### src/rtl/ptc_input_cond.sv
// ptc_input_cond
// Conditions the PTC external clock/gate and capture pads for the timer core.
// Each pad passes through a 2-flop synchroniser and a glitch filter, then an
// edge detector. The outputs are registered capture strobes, a clean capture
// level, a prescaled count-enable tick and the polarity-adjusted gate level.
module ptc_input_cond #(
  parameter int FILT_W = 4,
  parameter int PRE_W  = 8
) (
  input  logic              clk,
  input  logic              rst,
  input  logic              ecgt_i,
  input  logic              capt_i,
  input  logic              en_i,
  input  logic              nec_i,
  input  logic [FILT_W-1:0] filt_len_i,
  input  logic [PRE_W-1:0]  presc_i,
  output logic              ecgt_gate_o,
  output logic              cnt_tick_o,
  output logic              capt_lvl_o,
  output logic              capt_rise_o,
  output logic              capt_fall_o
);

  // Channel 0 is the external clock/gate pad, channel 1 is the capture pad.
  localparam int CH_ECGT = 0;
  localparam int CH_CAPT = 1;
  localparam logic [FILT_W-1:0] FCNT_MAX = '1;

  logic [1:0]        pad;
  logic [1:0]        sync1;
  logic [1:0]        sync2;
  logic [1:0]        lvl;
  logic [1:0]        lvl_d;
  logic [FILT_W-1:0] fcnt [2];
  logic [1:0]        rise;
  logic [1:0]        fall;
  logic              qual_edge;
  logic [PRE_W-1:0]  pcnt;

  assign pad = {capt_i, ecgt_i};

  // Two-flop synchroniser per pad.
  always_ff @(posedge clk) begin
    if (rst) begin
      sync1 <= '0;
      sync2 <= '0;
    end else begin
      sync1 <= pad;
      sync2 <= sync1;
    end
  end

  // Glitch filter: a new level is accepted only after filt_len_i+1 consecutive
  // mismatching samples. The counter saturates so that lowering filt_len_i
  // below a running count cannot make it wrap.
  always_ff @(posedge clk) begin
    if (rst) begin
      lvl <= '0;
      for (int ch = 0; ch < 2; ch++) begin
        fcnt[ch] <= '0;
      end
    end else begin
      for (int ch = 0; ch < 2; ch++) begin
        if (sync2[ch] == lvl[ch]) begin
          fcnt[ch] <= '0;
        end else if (fcnt[ch] == filt_len_i) begin
          lvl[ch]  <= sync2[ch];
          fcnt[ch] <= '0;
        end else if (fcnt[ch] != FCNT_MAX) begin
          fcnt[ch] <= fcnt[ch] + 1'b1;
        end
      end
    end
  end

  // Delayed filtered levels for edge detection.
  always_ff @(posedge clk) begin
    if (rst) begin
      lvl_d <= '0;
    end else begin
      lvl_d <= lvl;
    end
  end

  assign rise = lvl & ~lvl_d;
  assign fall = ~lvl & lvl_d;

  // The qualified edge comes from the raw filtered level, so flipping nec_i
  // only changes which edge is selected and never fabricates one.
  assign qual_edge = nec_i ? fall[CH_ECGT] : rise[CH_ECGT];

  // Registered capture strobes, one cycle after the filtered level moves.
  always_ff @(posedge clk) begin
    if (rst) begin
      capt_rise_o <= 1'b0;
      capt_fall_o <= 1'b0;
    end else begin
      capt_rise_o <= rise[CH_CAPT];
      capt_fall_o <= fall[CH_CAPT];
    end
  end

  // Prescaler: one tick per presc_i+1 qualified edges. The >= compare makes a
  // lowered presc_i take effect on the very next edge instead of wrapping.
  always_ff @(posedge clk) begin
    if (rst) begin
      pcnt       <= '0;
      cnt_tick_o <= 1'b0;
    end else if (!en_i) begin
      pcnt       <= '0;
      cnt_tick_o <= 1'b0;
    end else if (qual_edge) begin
      if (pcnt >= presc_i) begin
        pcnt       <= '0;
        cnt_tick_o <= 1'b1;
      end else begin
        pcnt       <= pcnt + 1'b1;
        cnt_tick_o <= 1'b0;
      end
    end else begin
      cnt_tick_o <= 1'b0;
    end
  end

  assign capt_lvl_o  = lvl[CH_CAPT];
  assign ecgt_gate_o = lvl[CH_ECGT] ^ nec_i;

endmodule

### config.mk
export PLATFORM = sky130hd
export DESIGN_NAME = ptc_input_cond
export DESIGN_NICKNAME = d
export VERILOG_FILES = /design/src/rtl/ptc_input_cond.sv
export SDC_FILE = /design/constraint.sdc
export NUM_CORES = 1
export LEC_CHECK = 0
export CAP_MARGIN = 20
export CORE_MARGIN = 3
export CORE_UTILIZATION = 54
export CTS_BUF_LIST = sky130_fd_sc_hd__clkbuf_4 sky130_fd_sc_hd__clkbuf_8
export CTS_CLUSTER_SIZE = 20
export DETAILED_ROUTE_END_ITERATION = 7
export PLACE_DENSITY = 0.85
export SETUP_SLACK_MARGIN = 0.4
export SLEW_MARGIN = 20
export SYNTH_ARGS = -nofsm -noshare
export SYNTH_HDL_FRONTEND = slang
export SYNTH_SLANG_ARGS = --single-unit
### constraint.sdc
create_clock -name clk -period 4.04 [get_ports clk]
set_clock_uncertainty 0.2 [all_clocks]
set_input_delay 0.606 -clock clk [delete_from_list [all_inputs] [get_ports clk]]
set_output_delay 0.606 -clock clk [all_outputs]
set_load 0.02 [all_outputs]
==> results of run 1 <==
-- metal layers --
layer,global-route usage,up-vias,share of wire
met3,0.0329,7,0.034
met1,0.219,482,0.44
met5,0,-,0
met2,0.282,16,0.50
li1,-,542,-
met4,0.103,0,0.024
-- worst max-delay path, stage by stage --
cell             delay, ns
clkdlybuf4s50_1       0.58
xor2_1                0.17
clkdlybuf4s50_1       0.62
-- registers in the layout, summed over array words and instances, names as in the netlist --
name / flops
capt_rise_o: 1
capt_fall_o: 1
lvl: 2
sync1: 2
pcnt: 8
sync2: 2
fcnt: 8
cnt_tick_o: 1
lvl_d: 2
-- layout make-up --
type,count,area (µm²)
tap,30,37.5
timing repair buffer,22,220
clock inverter,1,7.51
fill,202,792
multi-input combinational,101,811
sequential,27,621
inverter,9,33.8
clock buffer,3,22.5
-- cells by family after synthesis --
logic type,after synthesis
mux,3
compound gates,15
xor+xnor,21
buf+inv,12
simple gates,51
fa+ha+maj,11
flops,27
-- power groups by stage --
stage               Sequential [W]  Combinational (W)  Clock, W
global route              0.000283          0.0000468  0.000135
finish                    0.000282          0.0000426  0.000121
floorplan                 0.000288          0.0000195         0
global placement          0.000288          0.0000406         0
CTS                       0.000282          0.0000430  0.000123
detailed placement        0.000288          0.0000428         0
-- per-stage QoR --
| stage | std cells | power [W] | hold WS [ns] |
|---|---|---|---|
| 3_5_place_dp | 189 | 0.000331 | 0.202 |
| 4_1_cts | 193 | 0.000449 | 0.222 |
| 3_3_place_gp | 189 | 0.000329 | 0.188 |
| 6_report | 193 | 0.000446 | 0.217 |
| 2_1_floorplan | 140 | 0.000307 | 0.183 |
| 5_1_grt | 193 | 0.000465 | 0.252 |
-- layout by cell type, fill, tap and decap left out --
master,netlist,routed
o21a_1,1,1
nand2_1,2,2
and2_1,1,1
a211oi_1,2,2
o32ai_4,1,1
o22ai_2,1,1
nand2b_1,4,4
clkbuf_4,0,3
and3b_2,1,1
clkinvlp_4,0,1
xor2_1,10,10
nor2_1,7,7
nand3_1,4,4
nor3_1,6,6
nor3_2,3,3
and3b_1,1,1
nand4_1,2,2
nor3b_1,2,2
o21ai_0,2,2
xnor2_1,11,11
nand3b_1,1,1
nor3b_4,1,1
a2111oi_2,1,1
nor2b_1,7,7
mux2i_1,3,3
and3_1,5,5
a221oi_1,1,1
inv_1,9,9
dfxtp_1,19,19
clkdlybuf4s50_1,0,22
o2111ai_1,2,2
ha_1,11,11
a21oi_1,3,3
or3_1,1,1
or3b_1,1,1
edfxtp_1,8,8
nand4b_1,1,1
a21o_1,1,1
nor4_1,1,1
-- worst min-delay path by stage --
stage,endpoint,cells after the start,slack (ns)
5_1_grt,capt_rise_o$_SDFF_PP0_,1,0.25
3_3_place_gp,capt_rise_o$_SDFF_PP0_,1,0.19
3_5_place_dp,capt_rise_o$_SDFF_PP0_,1,0.20
2_1_floorplan,capt_rise_o$_SDFF_PP0_,1,0.18
6_report,capt_rise_o$_SDFF_PP0_,1,0.22
4_1_cts,capt_rise_o$_SDFF_PP0_,1,0.22
==> run metrics, run 1 <==
area delta synth->final=18.1%; total global routing overflow=0; Final Setup Violations=0; ratio of cells with drive above 1 in the final layout=0.0736; Avg Cell Area, Syn=10.6 µm²; Setup crit end kind=output port; Compound-Gate Fraction of Synth Area=0.0919; via count=1047; mux contribution to synthesized area=0.0202; Max Cap Violations=0; fin area=1750 µm²; DP HPWL=2.13 mm; first-pass GRT wire length=4.57 mm; main flop type after synthesis=dfxtp_1; Worst-Margin Slew=0.513 ns; Routed Antenna Nets=0; # resized after CTS=0; syn nets=169; DRT iter0 DRCs=19; Die X-Extent=58.4 µm; relative slew slack=0.655; die area=3410 µm²; DRC viols=0; end of the critical path=ecgt_gate_o; post-synthesis adder-cell area fraction=0.0927; Final Util=0.689; main combinational cell family by area after synthesis=simple AND/OR/NAND/NOR gates; setup ws final=1.26 ns; VDD IR max=205 µV; largest net degree at the start of global routing=17; setup TNS=0 ns; Post-Synth XOR/XNOR Area=0.124; R2R Path End=fcnt[1][2]$_SDFFCE_PN0P_; chip height=58.4 µm; critical path class=input port to output port; GRT Overall Usage=0.176; status=complete, no violations; Cell Area, Synth=1480 µm²; Mapped Cells=140; Post-synth ARST share=0; vias per inst=5.42; Synthesis Warnings=0; Internal=0.000344 W; nets@finish=193; Synth area leaders=dfxtp_1, edfxtp_1, ha_1; worst-skew pair later-pin latency=0.33 ns; Tightest Hold Check Type=register to register; Synth cell types=39; crit start category=input port; final wirelength=2.68 mm; initial antenna violation count=0; Net Sw Power=0.000102 W; Simple-Gate Fraction of Synth Area=0.218; vias in the first global route=1051; Synth area leader=dfxtp_1; Post-synth top cells=dfxtp_1, ha_1, xnor2_1; register area share after synthesis=0.418; Post-CTS Setup Bufs=0; Post-synth EDFFs=8; antenna cells=0; CP max FO=5; Hold Startpoint=lvl_d[1]$_SDFF_PP0_; Site Rows=18; fin. max-slew vios=0; Max Fclk=359 MHz; initial core utilization=0.583; crit path time final=2.78 ns; gpl congestion=0.794; Switching Fraction=0.229; Post-CTS Hold Buffers=0; period utilization=0.689; share of the synthesized area in the top cell type=0.256; Cell Area, Placed=1720 µm²; CTS Buf Count=3; drt wl/cell=13.9 µm; CTS max path bufs=2; combinational share of power=0.095; first-pass iteration count of the detailed router=4; P_leak=0.714 nW; setup slack, reg-to-reg=1.89 ns; Critical Path AT=1.98 ns; clk slew on worst S/H paths=0.15 ns; CP required=3.23 ns; clock network power share=0.272; top-count cell post-synth=dfxtp_1; unrepaired setup endpoints after global routing=no; pwr dens=254 nW/µm²; PortBufs=22; Final Hold Viols=0; R2R Path Start=fcnt[1][0]$_SDFFCE_PN0P_; root buf cell=clkbuf_4; H-tree levels=1; CTS tree=built; origin of the worst setup path=nec_i; FF+latch count, synth=27; part of the power in registers=0.633; r2r worst-path depth=4; total core area=2540 µm²; # IOs=23; dpl ws=1.26 ns; CTS Sinks=27
Note: power is estimated with default switching activity, not from simulation.
==> run 2: changes to the inputs <==
==> constraint.sdc (replaced) <==
create_clock -name clk -period 2.7 [get_ports clk]
set_clock_uncertainty 0.2 [all_clocks]
set_input_delay 0.405 -clock clk [delete_from_list [all_inputs] [get_ports clk]]
set_output_delay 0.405 -clock clk [all_outputs]
set_load 0.02 [all_outputs]
==> run 2 against run 1 <==
First-iteration DRC count grew 21%. Setup slack got worse by 0.71 ns. Register-to-register slack worse by 1.2 ns. Critical path type is now input port to register. Critical path depth is 4 higher. Sequential power grew 50%. Cell count is 1.0% higher. Largest power group unchanged. Sequential share of layout area down 0.40 points. Die area unchanged. Total power grew 48%.
==> run metrics, run 2 (synthesis gave the netlist of run 1 again) <==
DRT iter0 DRCs=23 (+4); part of the power in registers=0.639 (+0.006); unrepaired setup endpoints after global routing=no; Routed Antenna Nets=0 (unchanged); nets@finish=195 (+1.0%); top flop regs=fcnt: 8 flops, pcnt: 8 flops; CTS tree=built; clock network power share=0.264 (-0.008); hold path endpoint=capt_rise_o$_SDFF_PP0_; initial core utilization=0.583 (unchanged); antenna cells=0 (unchanged); slowest cell on the critical path=clkdlybuf4s50_1; area delta synth->final=19.5%; chip height=58.4 µm (unchanged); Setup crit end kind=register; CTS Sinks=27 (unchanged); R2R Path End=cnt_tick_o$_SDFF_PP0_; PortBufs=22 (unchanged); H-tree levels=1 (unchanged); Final Hold Viols=0 (unchanged); vias in the first global route=1027 (-2.3%); most frequent cells in the layout=clkdlybuf4s50_1, dfxtp_1, xnor2_1, ha_1, xor2_1; Die X-Extent=58.4 µm (unchanged); via count=1056 (+0.86%); Switching Fraction=0.204 (-0.0246); ratio of cells with drive above 1 in the final layout=0.0909 (+0.0173); max incr delay on CP=0.45 ns (-0.17 ns); Hold Startpoint=lvl_d[1]$_SDFF_PP0_; first-pass GRT wire length=4.26 mm (-6.8%); total global routing overflow=0 (unchanged); period utilization=0.797; combinational share of power=0.098 (+0.003); r2r worst-path depth=6 (+2); gpl congestion=0.751 (-5.5%); P_leak=0.732 nW (+2.5%); vias per inst=5.42 (-0.17%); fin. max-slew vios=0 (unchanged); first-pass iteration count of the detailed router=4 (unchanged); Worst-Margin Slew=0.454 ns (-0.0588 ns); dpl ws=0.0709 ns (-1.19 ns); root buf cell=clkbuf_4; Net Sw Power=0.000135 W (+32%); Final Setup Violations=0 (unchanged); Critical Path AT=2.18 ns (+0.20 ns); final wirelength=2.48 mm (-7.5%); largest net degree at the start of global routing=15 (-2); crit path time final=2.15 ns; Site Rows=18 (unchanged); worst-skew pair later-pin latency=0.32 ns (about the same); hold path cells=1 (unchanged); CP required=2.73 ns (-0.50 ns); clk slew on worst S/H paths=0.12 ns (-0.03 ns); # IOs=23 (unchanged); status=complete, no violations; die area=3410 µm² (unchanged); drt wl/cell=12.7 µm (-8.5%); VDD IR max=469 µV (+130%); pwr dens=373 nW/µm² (+47%); total core area=2540 µm² (unchanged); crit-path cells=clkdlybuf4s50_1, inv_1, ha_1, a21o_1, a221oi_2, o32ai_4, and3b_1; DP HPWL=1.99 mm (-6.7%); CTS max path bufs=2 (unchanged); GRT Overall Usage=0.164 (-0.0118); critical path class=input port to register; Max Cap Violations=0 (unchanged); DRC viols=0 (unchanged); Internal=0.000526 W (+53%); most common cell after layout, fill and taps aside=clkdlybuf4s50_1; Max Fclk=465 MHz; R2R Path Start=pcnt[0]$_SDFFE_PP0P_; setup ws final=0.549 ns (-0.708 ns); setup slack, reg-to-reg=0.65 ns (-1.24 ns); relative slew slack=0.697 (+0.0424); CTS Buf Count=3 (unchanged); Tightest Hold Check Type=register to register; initial antenna violation count=0 (unchanged); CP max FO=9 (+4); crit start category=input port; setup TNS=0 ns (unchanged)
[run 2: cell types whose count changed in the layout (fill, tap and decap cells not counted), sizes merged]
cell           delta
buf               +2
clkbuf            +1
clkdlybuf4s50     -1
clkinvlp          -1
dlygate4sd2       +1
[run 2: critical path, delay by kind of cell]
family	cells	cell delay (ns)
AO/OA/AOI/OAI	3	0.75
adder cells (fa/ha/maj)	1	0.30
buffers and inverters	2	0.49
AND/OR/NAND/NOR	1	0.22
[run 2: how the worst max path moves through the flow]
| stage | startpoint | end | slack [ns] |
|---|---|---|---|
| 6_report | presc_i[6] | cnt_tick_o$_SDFF_PP0_ | 0.55 |
| 5_1_grt | presc_i[6] | pcnt[4]$_SDFFE_PP0P_ | 0.47 |
| 4_1_cts | presc_i[6] | cnt_tick_o$_SDFF_PP0_ | 0.43 |
| 3_5_place_dp | presc_i[6] | cnt_tick_o$_SDFF_PP0_ | 0.07 |
| 3_3_place_gp | presc_i[6] | cnt_tick_o$_SDFF_PP0_ | 0.16 |
| 2_1_floorplan | presc_i[6] | cnt_tick_o$_SDFF_PP0_ | 0.68 |
[run 2: power groups by stage]
stage          logic (W)  registers (W)  clock network, W
2_1_floorplan  0.0000292       0.000431                 0
4_1_cts        0.0000652       0.000422          0.000181
5_1_grt        0.0000714       0.000423          0.000197
3_5_place_dp   0.0000654       0.000432                 0
6_report       0.0000646       0.000422          0.000174
3_3_place_gp   0.0000626       0.000431                 0
[run 2: layout make-up]
type | count | area (µm²)
clock buffers | 4 | 30.0
fillers | 200 | 772
inverters | 9 | 33.8
multi-input cells | 101 | 817
flip-flops and latches | 27 | 621
well taps | 30 | 37.5
repair buffers | 24 | 234
[run 2: per-stage QoR]
stage               cells  total power [W]  utilization  area (µm²)  hold WS [ns]
floorplan             140         0.000460            -        1480         0.183
global placement      191         0.000494        0.683        1740         0.189
detailed placement    191         0.000497        0.683        1740         0.198
CTS                   195         0.000668        0.694        1770         0.216
global route          195         0.000692        0.697        1770         0.261
finish                195         0.000661        0.697        1770         0.216
[run 2: what timing repair did]
| item | in CTS | in global routing |
|---|---|---|
| endpoints found under the setup margin | 1 | 5 |
| hold buffers | 0 | 0 |
| resized for setup | 1 | 1 |
| setup buffers | 0 | 0 |
[run 2: per-layer routing]
layer / wire length [µm] / track usage / vias up / part of all wire
met4: 23 / 0.0596 / 0 / 0.0093
met5: 0 / 0 / - / 0
li1: - / - / 547 / -
met1: 1110 / 0.193 / 494 / 0.45
met2: 1250 / 0.281 / 13 / 0.50
met3: 98 / 0.0482 / 2 / 0.040
==> run 3: changes to the inputs <==
==> constraint.sdc (replaced) <==
create_clock -name clk -period 2 [get_ports clk]
set_clock_uncertainty 0.2 [all_clocks]
set_input_delay 0.3 -clock clk [delete_from_list [all_inputs] [get_ports clk]]
set_output_delay 0.3 -clock clk [all_outputs]
set_load 0.02 [all_outputs]
==> run 3 against run 2 <==
Utilization rose by 17 points. First-iteration DRC count rose to 2.5 times the previous value. Worst hold slack improved by 0.020 ns. Cell count rose by 13%. Setup slack got worse by 0.40 ns. Sequential cell count did not move. Sequential power rose by 34%. Critical path depth fell by 1. Total power rose by 42%. Clock power rose by 44%. Critical path type is now register to register.
==> run metrics, run 3 (synthesis gave the netlist of run 1 again) <==
Overall Power=0.000939 W (+42%); hold path endpoint=capt_rise_o$_SDFF_PP0_; total core area=2540 µm² (unchanged); die area=3410 µm² (unchanged); Net Sw Power=0.000218 W (+61%); ratio of cells with drive above 1 in the final layout=0.421 (+0.330); top flop regs=fcnt: 8 flops, pcnt: 8 flops; Tightest Hold Check Type=register to register; final wirelength=3.78 mm (+53%); gpl congestion=0.847 (+13%); worst-skew pair later-pin latency=0.33 ns (about the same); CP required=2.06 ns (-0.67 ns); fin. max-slew vios=0 (unchanged); Final Util=0.866 (+0.170); vias in the first global route=1240 (+21%); unrepaired setup endpoints after global routing=yes; Internal=0.000722 W (+37%); P_leak=0.945 nW (+29%); R2R Path End=pcnt[3]$_SDFFE_PP0P_; clock network power share=0.267 (+0.003); setup TNS=0 ns (unchanged); initial core utilization=0.583 (unchanged); CTS tree=built; relative slew slack=0.643 (-0.0545); chip height=58.4 µm (unchanged); first-pass iteration count of the detailed router=4 (unchanged); CTS Buf Count=3 (unchanged); DP HPWL=2.41 mm (+21%); largest net degree at the start of global routing=15 (unchanged); Critical Path AT=1.91 ns (-0.27 ns); VDD IR max=464 µV (-0.95%); crit path time final=1.85 ns; PortBufs=22 (unchanged); H-tree levels=1 (unchanged); Site Rows=18 (unchanged); period utilization=0.924; Max Fclk=541 MHz; via count=1222 (+16%); Routed Antenna Nets=0 (unchanged); CP max FO=5 (-4); GRT Overall Usage=0.202 (+0.0379); Max Cap Violations=0 (unchanged); nets@finish=220 (+13%); total global routing overflow=0 (unchanged); setup slack, reg-to-reg=0.15 ns (-0.50 ns); most common cell after layout, fill and taps aside=buf_4; part of the power in registers=0.603 (-0.036); CTS max path bufs=2 (unchanged); Cell Area, Placed=1930 µm² (+11%); # IOs=23 (unchanged); crit start category=register; vias per inst=5.55 (+2.6%); initial antenna violation count=0 (unchanged); Hold Startpoint=lvl_d[1]$_SDFF_PP0_; status=complete, no violations; Switching Fraction=0.232 (+0.0272); drt wl/cell=17.2 µm (+35%); root buf cell=clkbuf_4; Post-CTS Hold Buffers=0 (unchanged); hold path cells=1 (unchanged); Die X-Extent=58.4 µm (unchanged); Worst-Margin Slew=0.536 ns (+0.0817 ns); r2r worst-path depth=6 (unchanged); most frequent cells in the layout=buf_4, dfxtp_1, dlygate4sd2_1; antenna cells=0 (unchanged); DRT iter0 DRCs=58 (+150%); CTS Sinks=27 (unchanged); R2R Path Start=pcnt[6]$_SDFFE_PP0P_; first-pass GRT wire length=5.30 mm (+24%); pwr dens=426 nW/µm² (+14%); Final Setup Violations=0 (unchanged); Final Hold Viols=0 (unchanged); area delta synth->final=48.6%; fin area=2200 µm² (+24%); Setup crit end kind=register; DRC viols=0 (unchanged); combinational share of power=0.129 (+0.031); critical path class=register to register; clk slew on worst S/H paths=0.14 ns (+0.02 ns)
run 3: critical path, stage by stage (launching register included):
cell and delay, ns:
dfxtp_4 0.39, ha_4 0.23, a21o_1 0.18, a221oi_4 0.33, o32ai_4 0.18, buf_6 0.16
nor3_4 0.11
run 3: final cells by class:
class                      instances  area (µm²)
tap                               30        37.5
timing repair buffer              49         414
multi-input combinational        101        1050
clock buffer                       4        30.0
sequential                        27         637
inverter                           9        36.3
fill                             139         340
run 3: metal layers:
layer  up-vias  part of all wire  track usage  wire length, µm
li1        596                 -            -                -
met1       587              0.40        0.230             1500
met2        34              0.56        0.378             2100
met3         5             0.036       0.0417              137
met4         0            0.0082       0.0530               31
met5         -                 0            0                0
run 3: per-stage QoR:
stage,hold slack (ns),instances,setup WS [ns]
global placement,0.196,202,-0.246
finish,0.236,220,0.153
global route,0.254,220,0.0870
CTS,0.241,212,0.106
floorplan,0.183,140,0.263
detailed placement,0.214,202,-0.291
run 3: repair_timing:
item	4_1_cts	5_1_grt
endpoints found under the setup margin	30	28
gates resized for setup	27	27
pin swaps	17	12
setup buffers	6	8
run 3: worst max path at each step:
| stage | from | end | slack, ns | depth (start not counted) |
|---|---|---|---|---|
| 2_1_floorplan | fcnt[1][2]$_SDFFCE_PN0P_ | fcnt[1][0]$_SDFFCE_PN0P_ | 0.26 | 4 |
| 3_3_place_gp | presc_i[7] | pcnt[4]$_SDFFE_PP0P_ | -0.25 | 8 |
| 3_5_place_dp | presc_i[5] | pcnt[3]$_SDFFE_PP0P_ | -0.29 | 8 |
| 4_1_cts | pcnt[0]$_SDFFE_PP0P_ | pcnt[7]$_SDFFE_PP0P_ | 0.11 | 7 |
| 5_1_grt | pcnt[1]$_SDFFE_PP0P_ | pcnt[3]$_SDFFE_PP0P_ | 0.09 | 5 |
| 6_report | pcnt[6]$_SDFFE_PP0P_ | pcnt[3]$_SDFFE_PP0P_ | 0.15 | 6 |
run 3: power by group through the flow:
stage / registers [W] / clock network [W] / logic [W]
floorplan: 0.000582 / 0 / 0.0000525
global placement: 0.000582 / 0 / 0.000107
detailed placement: 0.000583 / 0 / 0.000112
CTS: 0.000570 / 0.000250 / 0.000110
global route: 0.000567 / 0.000271 / 0.000131
finish: 0.000567 / 0.000251 / 0.000122
